<file path="src/rtl/keypad_pkg.sv">
// Shared types and key codes for the 4x4 keypad front end and the PIN-entry lock.
package keypad_pkg;

    typedef enum logic [1:0] {
        IDLE     = 2'd0,
        DEBOUNCE = 2'd1,
        PRESSED  = 2'd2,
        RELEASE  = 2'd3
    } kp_state_t;

    typedef enum logic [1:0] {
        SCAN_NONE   = 2'd0,
        SCAN_SINGLE = 2'd1,
        SCAN_MULTI  = 2'd2
    } scan_kind_t;

    localparam logic [3:0] KEY_0 = 4'h0;
    localparam logic [3:0] KEY_1 = 4'h1;
    localparam logic [3:0] KEY_2 = 4'h2;
    localparam logic [3:0] KEY_3 = 4'h3;
    localparam logic [3:0] KEY_4 = 4'h4;
    localparam logic [3:0] KEY_5 = 4'h5;
    localparam logic [3:0] KEY_6 = 4'h6;
    localparam logic [3:0] KEY_7 = 4'h7;
    localparam logic [3:0] KEY_8 = 4'h8;
    localparam logic [3:0] KEY_9 = 4'h9;
    localparam logic [3:0] KEY_A = 4'hA;
    localparam logic [3:0] KEY_B = 4'hB;
    localparam logic [3:0] KEY_C = 4'hC;
    localparam logic [3:0] KEY_D = 4'hD;
    localparam logic [3:0] KEY_E = 4'hE;
    localparam logic [3:0] KEY_F = 4'hF;

    function automatic logic [3:0] row_col_to_code(input logic [1:0] row, input logic [1:0] col);
        return {row, col};
    endfunction

endpackage

</file>
<file path="src/rtl/keypad_sync.sv">
// Two-flop synchroniser for the asynchronous row returns; idles at all-ones (no key).
module keypad_sync #(
    parameter int WIDTH = 4
) (
    input  logic             clk,
    input  logic             reset,
    input  logic [WIDTH-1:0] i_async,
    output logic [WIDTH-1:0] o_sync
);

    logic [WIDTH-1:0] r_meta;
    logic [WIDTH-1:0] r_sync;

    // Metastability filter chain
    always_ff @(posedge clk) begin
        if (reset) begin
            r_meta <= {WIDTH{1'b1}};
            r_sync <= {WIDTH{1'b1}};
        end else begin
            r_meta <= i_async;
            r_sync <= r_meta;
        end
    end

    assign o_sync = r_sync;

endmodule

</file>
<file path="src/rtl/keypad_scanner.sv">
// Column-scanning 4x4 keypad reader with press/release debounce; one key_valid strobe per press.
module keypad_scanner
    import keypad_pkg::*;
#(
    parameter int SCAN_DIV       = 4,
    parameter int DEBOUNCE_SCANS = 3
) (
    input  logic       clk,
    input  logic       reset,
    output logic [3:0] col_drive,
    input  logic [3:0] row_sense,
    output logic [3:0] key_code,
    output logic       key_valid,
    output logic       key_held
);

    localparam int SLOT_W = $clog2(SCAN_DIV);
    localparam int CNT_W  = $clog2(DEBOUNCE_SCANS + 1);
    localparam logic [SLOT_W-1:0] SLOT_LAST = SLOT_W'(SCAN_DIV - 1);
    localparam logic [CNT_W-1:0]  CNT_DONE  = CNT_W'(DEBOUNCE_SCANS);
    localparam logic [CNT_W-1:0]  CNT_ONE   = CNT_W'(1);

    logic [SLOT_W-1:0] r_slot;
    logic [1:0]        r_col;
    logic [3:0]        r_col_drive;
    logic [11:0]       r_hits;
    kp_state_t         r_state;
    logic [CNT_W-1:0]  r_cnt;
    logic [3:0]        r_cand;
    logic [3:0]        r_key_code;
    logic              r_key_valid;
    logic              r_key_held;

    logic [3:0]        w_rows_sync;
    logic [3:0]        w_pressed_now;
    logic              w_sample;
    logic              w_eval;
    logic [1:0]        w_next_col;
    logic [4:0]        w_count;
    logic [3:0]        w_code;
    scan_kind_t        w_kind;
    kp_state_t         w_state_next;
    logic [CNT_W-1:0]  w_cnt_next;
    logic [CNT_W-1:0]  w_cnt_inc;
    logic [3:0]        w_cand_next;
    logic              w_fire;

    keypad_sync #(.WIDTH(4)) u_sync (
        .clk     (clk),
        .reset   (reset),
        .i_async (row_sense),
        .o_sync  (w_rows_sync)
    );

    assign w_pressed_now = ~w_rows_sync;
    assign w_sample      = (r_slot == SLOT_LAST);
    assign w_eval        = w_sample && (r_col == 2'd3);
    assign w_next_col    = r_col + 2'd1;
    assign w_cnt_inc     = r_cnt + CNT_ONE;

    // Slot counter, column rotation and per-column row capture
    always_ff @(posedge clk) begin
        if (reset) begin
            r_slot      <= '0;
            r_col       <= 2'd0;
            r_col_drive <= 4'b1110;
            r_hits      <= 12'h000;
        end else if (w_sample) begin
            r_slot      <= '0;
            r_col       <= w_next_col;
            r_col_drive <= ~(4'b0001 << w_next_col);
            case (r_col)
                2'd0:    r_hits[3:0]  <= w_pressed_now;
                2'd1:    r_hits[7:4]  <= w_pressed_now;
                2'd2:    r_hits[11:8] <= w_pressed_now;
                default: r_hits       <= r_hits;
            endcase
        end else begin
            r_slot <= r_slot + SLOT_W'(1);
        end
    end

    // Classify the full scan; column 3 is taken live since this is its sampling edge
    always_comb begin
        w_count = 5'd0;
        w_code  = 4'h0;
        for (int r = 0; r < 4; r++) begin
            for (int c = 0; c < 4; c++) begin
                if ((c == 3) ? w_pressed_now[r] : r_hits[c*4 + r]) begin
                    w_count = w_count + 5'd1;
                    w_code  = row_col_to_code(2'(r), 2'(c));
                end else begin
                    w_count = w_count;
                end
            end
        end
        if (w_count == 5'd0) begin
            w_kind = SCAN_NONE;
        end else if (w_count == 5'd1) begin
            w_kind = SCAN_SINGLE;
        end else begin
            w_kind = SCAN_MULTI;
        end
    end

    // Debounce FSM next-state; it only moves on scan evaluation edges
    always_comb begin
        w_state_next = r_state;
        w_cnt_next   = r_cnt;
        w_cand_next  = r_cand;
        w_fire       = 1'b0;
        if (w_eval) begin
            case (r_state)
                IDLE: begin
                    if (w_kind == SCAN_SINGLE) begin
                        w_cand_next = w_code;
                        w_cnt_next  = CNT_ONE;
                        if (CNT_ONE == CNT_DONE) begin
                            w_state_next = PRESSED;
                            w_fire       = 1'b1;
                        end else begin
                            w_state_next = DEBOUNCE;
                        end
                    end else begin
                        w_state_next = IDLE;
                    end
                end
                DEBOUNCE: begin
                    if (w_kind == SCAN_SINGLE && w_code == r_cand) begin
                        w_cnt_next = w_cnt_inc;
                        if (w_cnt_inc == CNT_DONE) begin
                            w_state_next = PRESSED;
                            w_fire       = 1'b1;
                        end else begin
                            w_state_next = DEBOUNCE;
                        end
                    end else if (w_kind == SCAN_SINGLE) begin
                        w_cand_next = w_code;
                        w_cnt_next  = CNT_ONE;
                    end else begin
                        w_state_next = IDLE;
                        w_cnt_next   = '0;
                    end
                end
                PRESSED: begin
                    if (w_kind == SCAN_NONE) begin
                        w_cnt_next   = CNT_ONE;
                        w_state_next = (CNT_ONE == CNT_DONE) ? IDLE : RELEASE;
                    end else begin
                        w_state_next = PRESSED;
                    end
                end
                RELEASE: begin
                    // Any key seen mid-release is treated as bounce: back to PRESSED, no strobe
                    if (w_kind == SCAN_NONE) begin
                        w_cnt_next   = w_cnt_inc;
                        w_state_next = (w_cnt_inc == CNT_DONE) ? IDLE : RELEASE;
                    end else begin
                        w_state_next = PRESSED;
                    end
                end
                default: begin
                    w_state_next = IDLE;
                    w_cnt_next   = '0;
                end
            endcase
        end else begin
            w_state_next = r_state;
        end
    end

    // FSM state and registered outputs
    always_ff @(posedge clk) begin
        if (reset) begin
            r_state     <= IDLE;
            r_cnt       <= '0;
            r_cand      <= 4'h0;
            r_key_code  <= 4'h0;
            r_key_valid <= 1'b0;
            r_key_held  <= 1'b0;
        end else begin
            r_state     <= w_state_next;
            r_cnt       <= w_cnt_next;
            r_cand      <= w_cand_next;
            r_key_code  <= w_fire ? w_cand_next : r_key_code;
            r_key_valid <= w_fire;
            r_key_held  <= (w_state_next == PRESSED) || (w_state_next == RELEASE);
        end
    end

    assign col_drive = r_col_drive;
    assign key_code  = r_key_code;
    assign key_valid = r_key_valid;
    assign key_held  = r_key_held;

endmodule
</file>
<file path="config.mk">
export PLATFORM = sky130hd
export DESIGN_NAME = keypad_scanner
export DESIGN_NICKNAME = d
export VERILOG_FILES = /design/src/rtl/keypad_pkg.sv /design/src/rtl/keypad_sync.sv /design/src/rtl/keypad_scanner.sv
export SDC_FILE = /design/constraint.sdc
export NUM_CORES = 1
export LEC_CHECK = 0
export BUFFER_PORTS_ARGS = -buffer_cell sky130_fd_sc_hd__buf_4
export CORE_MARGIN = 3
export CORE_UTILIZATION = 55
export CTS_CLUSTER_DIAMETER = 200
export DETAILED_ROUTE_END_ITERATION = 7
export GPL_ROUTABILITY_DRIVEN = 1
export MAX_ROUTING_LAYER = met4
export PLACE_DENSITY_LB_ADDON = 0.15
export SLEW_MARGIN = 10
export SYNTH_ARGS = -nofsm -noshare
export SYNTH_HDL_FRONTEND = slang
export SYNTH_HIERARCHICAL = 1
export SYNTH_SLANG_ARGS = --single-unit
</file>
<file path="constraint.sdc">
create_clock -name clk -period 18.1 [get_ports clk]
set_clock_uncertainty 0.1 [all_clocks]
set_input_delay 1.81 -clock clk [delete_from_list [all_inputs] [get_ports clk]]
set_output_delay 1.81 -clock clk [all_outputs]
set_load 0.1 [all_outputs]
</file>
==> impl_summary.log, run 1 <==
[metrics] Pleak: 1.41 nW
[metrics] clock share of power: 0.269
[metrics] antenna violations before repair: 0
[metrics] net count of the finished layout: 426
[metrics] end of the worst register-to-register path: key_code[1]$_SDFFE_PP0P_
[metrics] Clock Sinks: 42
[metrics] Die ar.: 7080 µm²
[metrics] Die Y: 84.2 µm
[metrics] register cell area after layout: 841 µm²
[metrics] Wirelength per Cell: 13.6 µm
[metrics] post-synthesis async set-or-reset flop share: 0
[metrics] biggest area contributors in the synthesized netlist: sky130_fd_sc_hd__dfxtp_1, sky130_fd_sc_hd__ha_1, sky130_fd_sc_hd__xnor2_1
[metrics] Post-synth EDFFs: 0
[metrics] DRC viols: 0
[metrics] minimum period implied by the final worst setup slack: 10.83 ns
[metrics] starting utilization of the core area: 0.588
[metrics] design internal power: 0.154 mW
[metrics] worst reg2reg path startpoint: r_hits[0]$_SDFFE_PP0P_
[metrics] crit path kind: flop to flop
[metrics] Critical Path Sink: key_code[1]$_SDFFE_PP0P_
[metrics] met1 usage: 0.275
[metrics] maxcap violations: 0
[metrics] sequential fraction of the synthesis area: 0.250
[metrics] startpoint types: flop
[metrics] first-pass iteration count of the detailed router: 4
[metrics] Final Max Slew Viols: 0
[metrics] final global-route overflow total: 0
[metrics] count of standard-cell rows: 27
[metrics] Synth Register Bits: 42
[metrics] Required @ worst endpoint: 18.17 ns
[metrics] average size of a mapped cell: 8.34 µm²
[metrics] leading area contributor after synthesis: sky130_fd_sc_hd__dfxtp_1
[metrics] clock network latency to the later pin of the worst-skew pair: 0.29 ns
[metrics] hold violation count in the final report: 0
[metrics] number of buffers added by the clock tree synthesis step: 5
[metrics] placer's final routability congestion estimate: 0.833
[metrics] crit-path max FO: 7
[metrics] Clk pin slew, worst setup/hold paths: 0.08 ns
[metrics] share of total power consumed by net switching: 0.320
[metrics] net load switching power: 0.0727 mW
[metrics] number of I/O pins: 16
[metrics] placed wire-length estimate after detailed placement: 4930 µm
[metrics] post-route clock period utilization: 0.598
[metrics] Vias: 2659
[metrics] post-synthesis to final-layout area growth: 5.33%
[metrics] count of buffers added by post-CTS timing repair for setup: 0
[metrics] Ant. Diodes: 0
[metrics] GR met3 Demand/Resource: 0.0245
[metrics] endpoint type of the worst setup path: flop
[metrics] Critical Path Max Stage Delay: 0.39 ns
[metrics] number of nets in the synthesized netlist: 430
[metrics] number of violations reported at the end of detailed-routing iteration 0: 107
[metrics] CTS Hold Bufs: 0
[metrics] HP Class: flop to flop
[metrics] met2 demand-to-capacity share in global routing: 0.301
[metrics] most frequent cell after synthesis: sky130_fd_sc_hd__nor2_1
[metrics] number of global-route vias before repair: 2550
[metrics] Std-Cell Core Area: 5710 µm²
[metrics] smallest setup slack after layout: 7.27 ns
[metrics] final std cell area, no fill: 3540 µm²
[metrics] cell area power density: 64.1 nW/µm²
[metrics] setup TNS: 0 ns
[metrics] cell repeated most along the worst path: sky130_fd_sc_hd__ha_1
[metrics] combinational cell fraction of total power: 0.296
[metrics] CP Launch Point: r_hits[0]$_SDFFE_PP0P_
[metrics] Primary FF master, synth: sky130_fd_sc_hd__dfxtp_1
[metrics] Peak VDD IR: 70.3 µV
[metrics] Worst EP arrival: 10.90 ns
[metrics] average vias per placed instance: 5.63
[metrics] x dimension of the die: 84.2 µm
[metrics] maximum clock path buffer count: 2
[metrics] sequential share of power: 0.435
[metrics] Yosys top cell area share: 0.250
[metrics] outcome: completed
[metrics] largest net degree at the start of global routing: 45
[metrics] slew at the pin closest to its max-slew limit: 0.870 ns
[metrics] final setup violation count: 0
[metrics] CP max stage cell: sky130_fd_sc_hd__ha_1
[metrics] number of fill cells: 513
[metrics] Register-to-Register Setup Slack: 7.27 ns
[metrics] post-place instance area: 3440 µm²
[metrics] Total GRT Usage: 0.198
[metrics] wire length of the first global-routing pass: 11600 µm
[metrics] Distinct cells, synth: 60
[metrics] proportion of layout cells with a drive suffix above 1: 0.120
[metrics] antenna viol nets, final: 0
[metrics] worst-case headroom to the max-slew limit: 0.404
[metrics] number of H-tree levels: 2
[metrics] CTS Root Buffer Type: sky130_fd_sc_hd__clkbuf_8
[metrics] global route hottest layer: met2
[metrics] pre-CTS WS: 7.32 ns
[metrics] Worst R2R Path Depth: 46
[metrics] clock tree from TritonCTS: built
[metrics] peak clock frequency supported by timing: 92.3 MHz
[metrics] post-synthesis instance area: 3360 µm²
[metrics] top cells by instance count after synthesis: sky130_fd_sc_hd__nor2_1, sky130_fd_sc_hd__dfxtp_1, sky130_fd_sc_hd__nand2_1
[metrics] total of warnings raised by yosys: 6
[metrics] IO buf count: 15
[metrics] Post-CTS Resized: 0
[metrics] wire length after detailed routing: 6430 µm
[metrics] count of mapped cells out of synthesis: 403
[metrics] combined area of the multi-input logic cells: 2330 µm²
[metrics] unrepaired setup endpoints after global routing: no
==> power by group through the flow <==
stage / Sequential, mW / Clock, mW / Combinational [mW]
finish: 0.0987 / 0.0610 / 0.0673
global route: 0.0991 / 0.0681 / 0.0757
CTS: 0.0986 / 0.0636 / 0.0669
detailed placement: 0.101 / 0 / 0.0663
global placement: 0.101 / 0 / 0.0641
floorplan: 0.101 / 0 / 0.0550
==> state kept, by name, indices dropped and copies added (netlist names) <==
signal / cells
col_drive: 4
key_code: 4
key_held: 1
key_valid: 1
r_cand: 4
r_cnt: 2
r_col: 2
r_hits: 12
r_slot: 2
r_state: 2
u_sync/o_sync: 4
u_sync/r_meta: 4
==> critical path, delay by kind of cell, from the launching register on <==
kind            cells  cell delay (ns)
buf+inv             4             0.27
compound gates     10             1.96
mux                 7             1.97
simple gates        8             1.40
fa+ha+maj          14             4.23
flops               1             0.36
xor+xnor            3             0.40
==> through the flow <==
stage / cells / utilization / power (mW) / hold slack, ns
after floorplan: 403 / - / 0.156 / 0.283
after global placement: 464 / 0.603 / 0.165 / 0.286
after detailed placement: 464 / 0.603 / 0.167 / 0.295
after CTS: 472 / 0.620 / 0.229 / 0.317
after global routing: 472 / 0.620 / 0.243 / 0.331
final: 472 / 0.620 / 0.227 / 0.312
==> layout by cell type (no fill, tap or decap), types with 5 or more instances in the layout <==
master,netlist,final
sky130_fd_sc_hd__a211oi_1,13,13
sky130_fd_sc_hd__a21o_1,6,6
sky130_fd_sc_hd__a21oi_1,15,15
sky130_fd_sc_hd__and2_1,6,6
sky130_fd_sc_hd__buf_4,2,15
sky130_fd_sc_hd__clkbuf_8,0,6
sky130_fd_sc_hd__dfxtp_1,42,42
sky130_fd_sc_hd__ha_1,21,21
sky130_fd_sc_hd__inv_1,18,18
sky130_fd_sc_hd__mux2_2,7,7
sky130_fd_sc_hd__mux2i_1,9,9
sky130_fd_sc_hd__nand2_1,29,29
sky130_fd_sc_hd__nand3_1,8,8
sky130_fd_sc_hd__nand3b_1,7,7
sky130_fd_sc_hd__nor2_1,47,47
sky130_fd_sc_hd__nor2b_1,5,5
sky130_fd_sc_hd__nor3_1,7,7
sky130_fd_sc_hd__nor3b_1,6,6
sky130_fd_sc_hd__o21ai_0,12,12
sky130_fd_sc_hd__or2_1,8,8
sky130_fd_sc_hd__xnor2_1,23,23
sky130_fd_sc_hd__xor2_1,12,12
==> per-layer routing <==
metal | vias up | routed length, µm
met5 | - | 0
met4 | 0 | 97
met3 | 10 | 127
met2 | 27 | 2830
met1 | 1218 | 3380
li1 | 1404 | -
==> cell type report <==
type | instances | share of cell area
clock buffers | 6 | 0.0233
well taps | 72 | 0.0255
inverters | 19 | 0.0202
repair buffers | 15 | 0.0318
multi-input cells | 316 | 0.658
clock inverters | 2 | 0.00354
flip-flops and latches | 42 | 0.238
==> kinds of logic after synthesis <==
logic type / share of synthesized area
buffers and inverters: 0.0566
flip-flops: 0.250
XOR/XNOR: 0.169
AO/OA/AOI/OAI: 0.176
AND/OR/NAND/NOR: 0.215
adder cells (fa/ha/maj): 0.0782
multiplexers: 0.0544
==> worst min path at each step <==
stage | from | endpoint | slack [ns] | cells past startpoint
detailed placement | u_sync/r_meta[2]$_SDFF_PP1_ | u_sync/o_sync[2]$_SDFF_PP1_ | 0.30 | 1
floorplan | u_sync/r_meta[0]$_SDFF_PP1_ | u_sync/o_sync[0]$_SDFF_PP1_ | 0.28 | 1
global placement | u_sync/r_meta[1]$_SDFF_PP1_ | u_sync/o_sync[1]$_SDFF_PP1_ | 0.29 | 1
global route | u_sync/r_meta[3]$_SDFF_PP1_ | u_sync/o_sync[3]$_SDFF_PP1_ | 0.33 | 1
finish | u_sync/r_meta[0]$_SDFF_PP1_ | u_sync/o_sync[0]$_SDFF_PP1_ | 0.31 | 1
CTS | u_sync/r_meta[0]$_SDFF_PP1_ | u_sync/o_sync[0]$_SDFF_PP1_ | 0.32 | 1
Power figures use the tool's default switching activity.
==> inputs of run 2 (changes only) <==
--- a/config.mk
+++ b/config.mk
@@ -5,6 +5,7 @@
 export SDC_FILE = /design/constraint.sdc
 export NUM_CORES = 1
 export LEC_CHECK = 0
+export ABC_AREA = 1
 export BUFFER_PORTS_ARGS = -buffer_cell sky130_fd_sc_hd__buf_4
 export CORE_MARGIN = 3
 export CORE_UTILIZATION = 55
==> constraint.sdc (replaced) <==
create_clock -name clk -period 9.07 [get_ports clk]
set_clock_uncertainty 0.1 [all_clocks]
set_input_delay 0.907 -clock clk [delete_from_list [all_inputs] [get_ports clk]]
set_output_delay 0.907 -clock clk [all_outputs]
set_load 0.1 [all_outputs]
==> run 2 against run 1 <==
Against the previous run: register-to-register slack lost 6.9 ns; global-route usage rose by 1.8 points; synthesized area is 11% higher; core utilization increased by 4.1 points; critical path depth is 14 higher; highest routed layer unchanged; critical path type unchanged; worst hold slack better by 0.0027 ns; sequential power grew 98%; largest power group unchanged; synthesized cell count is 51% higher; maximum frequency up 25%; sequential share of layout area decreased by 4.0 points.
==> impl_summary.log, run 2 <==
[metrics] total met3 wirelength after detailed routing: 172 µm (was 127 µm)
[metrics] sequential fraction of the synthesis area: 0.226 (was 0.250)
[metrics] clock share of power: 0.328 (was 0.269)
[metrics] leading area contributor after synthesis: sky130_fd_sc_hd__dfxtp_1 (unchanged)
[metrics] Primary FF master, synth: sky130_fd_sc_hd__dfxtp_1 (unchanged)
[metrics] beginning of the worst hold path: u_sync/r_meta[0]$_SDFF_PP1_ (unchanged)
[metrics] wire length after detailed routing: 7940 µm (was 6430 µm)
[metrics] hold violation count in the final report: 0 (unchanged)
[metrics] Std-Cell Core Area: 6460 µm² (was 5710 µm²)
[metrics] Distinct cells, synth: 38 (was 60)
[metrics] CP max stage cell: sky130_fd_sc_hd__dfxtp_2 (was sky130_fd_sc_hd__ha_1)
[metrics] most frequent cell after synthesis: sky130_fd_sc_hd__nand2_1 (was sky130_fd_sc_hd__nor2_1)
[metrics] share of total power consumed by net switching: 0.322 (was 0.320)
[metrics] crit path kind: flop to flop (unchanged)
[metrics] maximum clock path buffer count: 2 (unchanged)
[metrics] IO buf count: 15 (unchanged)
[metrics] minimum period implied by the final worst setup slack: 8.65 ns (was 10.83 ns)
[metrics] number of global-route vias before repair: 3395 (was 2550)
[metrics] number of nets in the synthesized netlist: 634 (was 430)
[metrics] peak clock frequency supported by timing: 116 MHz (was 92.3 MHz)
[metrics] design internal power: 0.366 mW (was 0.154 mW)
[metrics] Ant. Diodes: 0 (unchanged)
[metrics] worst-case headroom to the max-slew limit: 0.670 (was 0.404)
[metrics] average size of a mapped cell: 6.12 µm² (was 8.34 µm²)
[metrics] total placed cells including tap cells: 694 (was 464)
[metrics] Die ar.: 7780 µm² (was 7080 µm²)
[metrics] HP Class: flop to flop (unchanged)
[metrics] Reg with most FFs: r_hits (unchanged)
[metrics] endpoint type of the worst setup path: flop (unchanged)
[metrics] number of I/O pins: 16 (unchanged)
[metrics] most frequent cells in the layout: sky130_fd_sc_hd__nand2_1, sky130_fd_sc_hd__inv_1, sky130_fd_sc_hd__nand2_2 (was sky130_fd_sc_hd__nor2_1, sky130_fd_sc_hd__dfxtp_1, sky130_fd_sc_hd__nand2_1)
[metrics] Largest register FFs: 12 (unchanged)
[metrics] antenna viol nets, final: 0 (unchanged)
[metrics] end of the worst register-to-register path: r_cnt[1]$_SDFFE_PP0P_ (was key_code[1]$_SDFFE_PP0P_)
[metrics] net count of the finished layout: 666 (was 426)
[metrics] first-pass iteration count of the detailed router: 4 (unchanged)
[metrics] clock network latency to the later pin of the worst-skew pair: 0.29 ns (about the same)
[metrics] DRC viols: 0 (unchanged)
[metrics] net load switching power: 0.174 mW (was 0.0727 mW)
[metrics] Total GRT Usage: 0.216 (was 0.198)
[metrics] post-place instance area: 3890 µm² (was 3440 µm²)
[metrics] final worst hold slack: 0.315 ns (was 0.312 ns)
[metrics] number of fill cells: 585 (was 513)
[metrics] Clk pin slew, worst setup/hold paths: 0.08 ns (about the same)
[metrics] maxcap violations: 0 (unchanged)
[metrics] final setup violation count: 0 (unchanged)
[metrics] count of mapped cells out of synthesis: 607 (was 403)
[metrics] Critical Path Max Stage Delay: 0.34 ns (was 0.39 ns)
[metrics] starting utilization of the core area: 0.575 (was 0.588)
[metrics] final global-route overflow total: 0 (unchanged)
[metrics] Routed met1 length: 3790 µm (was 3380 µm)
[metrics] cell area power density: 126 nW/µm² (was 64.1 nW/µm²)
[metrics] post-route clock period utilization: 0.954 (was 0.598)
[metrics] placed wire-length estimate after detailed placement: 5940 µm (was 4930 µm)
[metrics] final std cell area, no fill: 4270 µm² (was 3540 µm²)
[metrics] Highest Signal Layer: met4 (unchanged)
[metrics] met2 WL post-DR: 3890 µm (was 2830 µm)
[metrics] average vias per placed instance: 5.11 (was 5.63)
[metrics] Peak VDD IR: 156 µV (was 70.3 µV)
[metrics] Die Y: 88.2 µm (was 84.2 µm)
[metrics] Synth Register Bits: 42 (unchanged)
[metrics] Worst EP arrival: 8.78 ns (was 10.90 ns)
[metrics] total power: 0.540 mW (was 0.227 mW)
[metrics] Vias: 3662 (was 2659)
[metrics] Worst R2R Path Depth: 60 (was 46)
[metrics] crit-path max FO: 7 (unchanged)
[metrics] combinational cell fraction of total power: 0.312 (was 0.296)
[metrics] wire length of the first global-routing pass: 13600 µm (was 11600 µm)
[metrics] largest net degree at the start of global routing: 20 (was 45)
[metrics] Post-synth EDFFs: 0 (unchanged)
[metrics] outcome: completed (unchanged)
[metrics] sequential share of power: 0.360 (was 0.435)
[metrics] proportion of layout cells with a drive suffix above 1: 0.228 (was 0.120)
[metrics] antenna violations before repair: 0 (unchanged)
[metrics] biggest area contributors in the synthesized netlist: sky130_fd_sc_hd__dfxtp_1, sky130_fd_sc_hd__nand2_1, sky130_fd_sc_hd__inv_1 (was sky130_fd_sc_hd__dfxtp_1, sky130_fd_sc_hd__ha_1, sky130_fd_sc_hd__xnor2_1)
[metrics] post-synthesis instance area: 3720 µm² (was 3360 µm²)
[metrics] placer's final routability congestion estimate: 0.876 (was 0.833)
[metrics] Hold Path Cell Cnt: 2 (was 1)
[metrics] cell repeated most along the worst path: sky130_fd_sc_hd__nand2_2 (was sky130_fd_sc_hd__ha_1)
[metrics] slew at the pin closest to its max-slew limit: 0.494 ns (was 0.870 ns)
[metrics] Clock Sinks: 42 (unchanged)
[metrics] x dimension of the die: 88.2 µm (was 84.2 µm)
[metrics] final cell count without fillers: 717 (was 472)
[metrics] clock tree from TritonCTS: built (unchanged)
[metrics] leading cell type in the layout, fill and taps excluded: sky130_fd_sc_hd__nand2_1 (was sky130_fd_sc_hd__nor2_1)
[metrics] hold path endpoint: u_sync/o_sync[0]$_SDFF_PP1_ (unchanged)
[metrics] Final Max Slew Viols: 0 (unchanged)
[metrics] worst reg2reg path startpoint: r_hits[4]$_SDFFE_PP0P_ (was r_hits[0]$_SDFFE_PP0P_)
[metrics] number of buffers added by the clock tree synthesis step: 5 (unchanged)
[metrics] Pleak: 2.43 nW (was 1.41 nW)
[metrics] setup TNS: 0 ns (unchanged)
[metrics] total of warnings raised by yosys: 6 (unchanged)
[metrics] kind of cell with the highest combined delay on the critical path: adder cells (unchanged)
[metrics] Register-to-Register Setup Slack: 0.42 ns (was 7.27 ns)
[metrics] Required @ worst endpoint: 9.20 ns (was 18.17 ns)
[metrics] number of H-tree levels: 2 (unchanged)
[metrics] Wirelength per Cell: 11.1 µm (was 13.6 µm)
[metrics] post-synthesis to final-layout area growth: 14.9% (was 5.33%)
[metrics] CTS Root Buffer Type: sky130_fd_sc_hd__clkbuf_8 (unchanged)
[metrics] count of standard-cell rows: 29 (was 27)
[metrics] Bufs and invs on worst path: 10 (was 4)
[metrics] number of violations reported at the end of detailed-routing iteration 0: 130 (was 107)
[metrics] top cells by instance count after synthesis: sky130_fd_sc_hd__nand2_1, sky130_fd_sc_hd__inv_1, sky130_fd_sc_hd__nand2_2 (was sky130_fd_sc_hd__nor2_1, sky130_fd_sc_hd__dfxtp_1, sky130_fd_sc_hd__nand2_1)
[metrics] startpoint types: flop (unchanged)
[metrics] Yosys top cell area share: 0.226 (was 0.250)
[metrics] post-synthesis async set-or-reset flop share: 0 (unchanged)
run 2: cell count changes in the layout (fill, tap and decap cells not counted), sizes merged, moves of 13 or more:
cell,before,now
xnor2,27,1
buf,15,30
nand3,8,60
o21ai,16,30
nand2,29,212
a211oi,13,0
a21oi,15,33
inv,19,116
run 2: area by class of cell:
type                            count  area, µm²  share of cell area
Clock buffer                        5       68.8              0.0161
Clock inverter                      3       68.8              0.0161
Inverter                          117        439               0.103
Multi-Input combinational cell    443       2520               0.590
Sequential cell                    42        843               0.198
Tap cell                           77       96.3              0.0226
Timing Repair Buffer               30        233              0.0545
run 2: logic make-up (layout without fill, tap and decap cells):
logic type | after synthesis | after routing | synth area share
xor gates and xnor gates | 5 | 5 | 0.0118
buffers and inverters | 122 | 155 | 0.127
adders and majority gates | 21 | 21 | 0.0707
and+or+nand+nor | 344 | 344 | 0.458
AOI/OAI and AO/OA | 73 | 73 | 0.107
DFF | 42 | 42 | 0.226
run 2: worst reg2reg max path: cells and delay by family (launching register included):
family	cells	cell delay [ns]
compound gates	4	0.41
fa+ha+maj	14	3.59
buf+inv	10	0.58
flops	1	0.34
simple gates	32	3.57
run 2: power groups by stage:
stage | registers (mW) | logic [mW] | clock network [mW]
floorplan | 0.203 | 0.106 | 0
global placement | 0.199 | 0.129 | 0
detailed placement | 0.199 | 0.134 | 0
CTS | 0.194 | 0.145 | 0.180
global route | 0.195 | 0.190 | 0.187
finish | 0.195 | 0.168 | 0.177
run 2: worst max path at each step:
stage / from / to / slack [ns] / cells past startpoint
floorplan: r_hits[0]$_SDFFE_PP0P_ / key_code[3]$_SDFFE_PP0P_ / 0.53 / 61
global placement: r_hits[0]$_SDFFE_PP0P_ / key_code[0]$_SDFFE_PP0P_ / 0.18 / 61
detailed placement: r_hits[0]$_SDFFE_PP0P_ / key_code[2]$_SDFFE_PP0P_ / -0.13 / 61
CTS: r_hits[4]$_SDFFE_PP0P_ / r_cnt[1]$_SDFFE_PP0P_ / 0.01 / 59
global route: r_hits[4]$_SDFFE_PP0P_ / r_cnt[1]$_SDFFE_PP0P_ / -0.15 / 60
finish: r_hits[4]$_SDFFE_PP0P_ / r_cnt[1]$_SDFFE_PP0P_ / 0.42 / 60
run 2: repair_timing:
action / in CTS / in global routing
hold buffers: 0 / 0
pin swaps: 7 / 21
hold endpoints to repair: 0 / 0
gates resized for setup: 6 / 27
endpoints found under the setup margin: 9 / 14
buffers inserted: 6 / 9
run 2: stage by stage:
stage          utilization  setup WS [ns]
2_1_floorplan            -          0.531
3_3_place_gp         0.603          0.183
3_5_place_dp         0.603         -0.129
4_1_cts              0.635         0.0150
5_1_grt              0.661         -0.151
6_report             0.661          0.417
run 2: metal layers:
metal | global-route usage | up-vias
met2 | 0.368 | 45
met4 | 0.0728 | 0
met1 | 0.266 | 1633
met3 | 0.0207 | 8
li1 | - | 1976
met5 | - | -
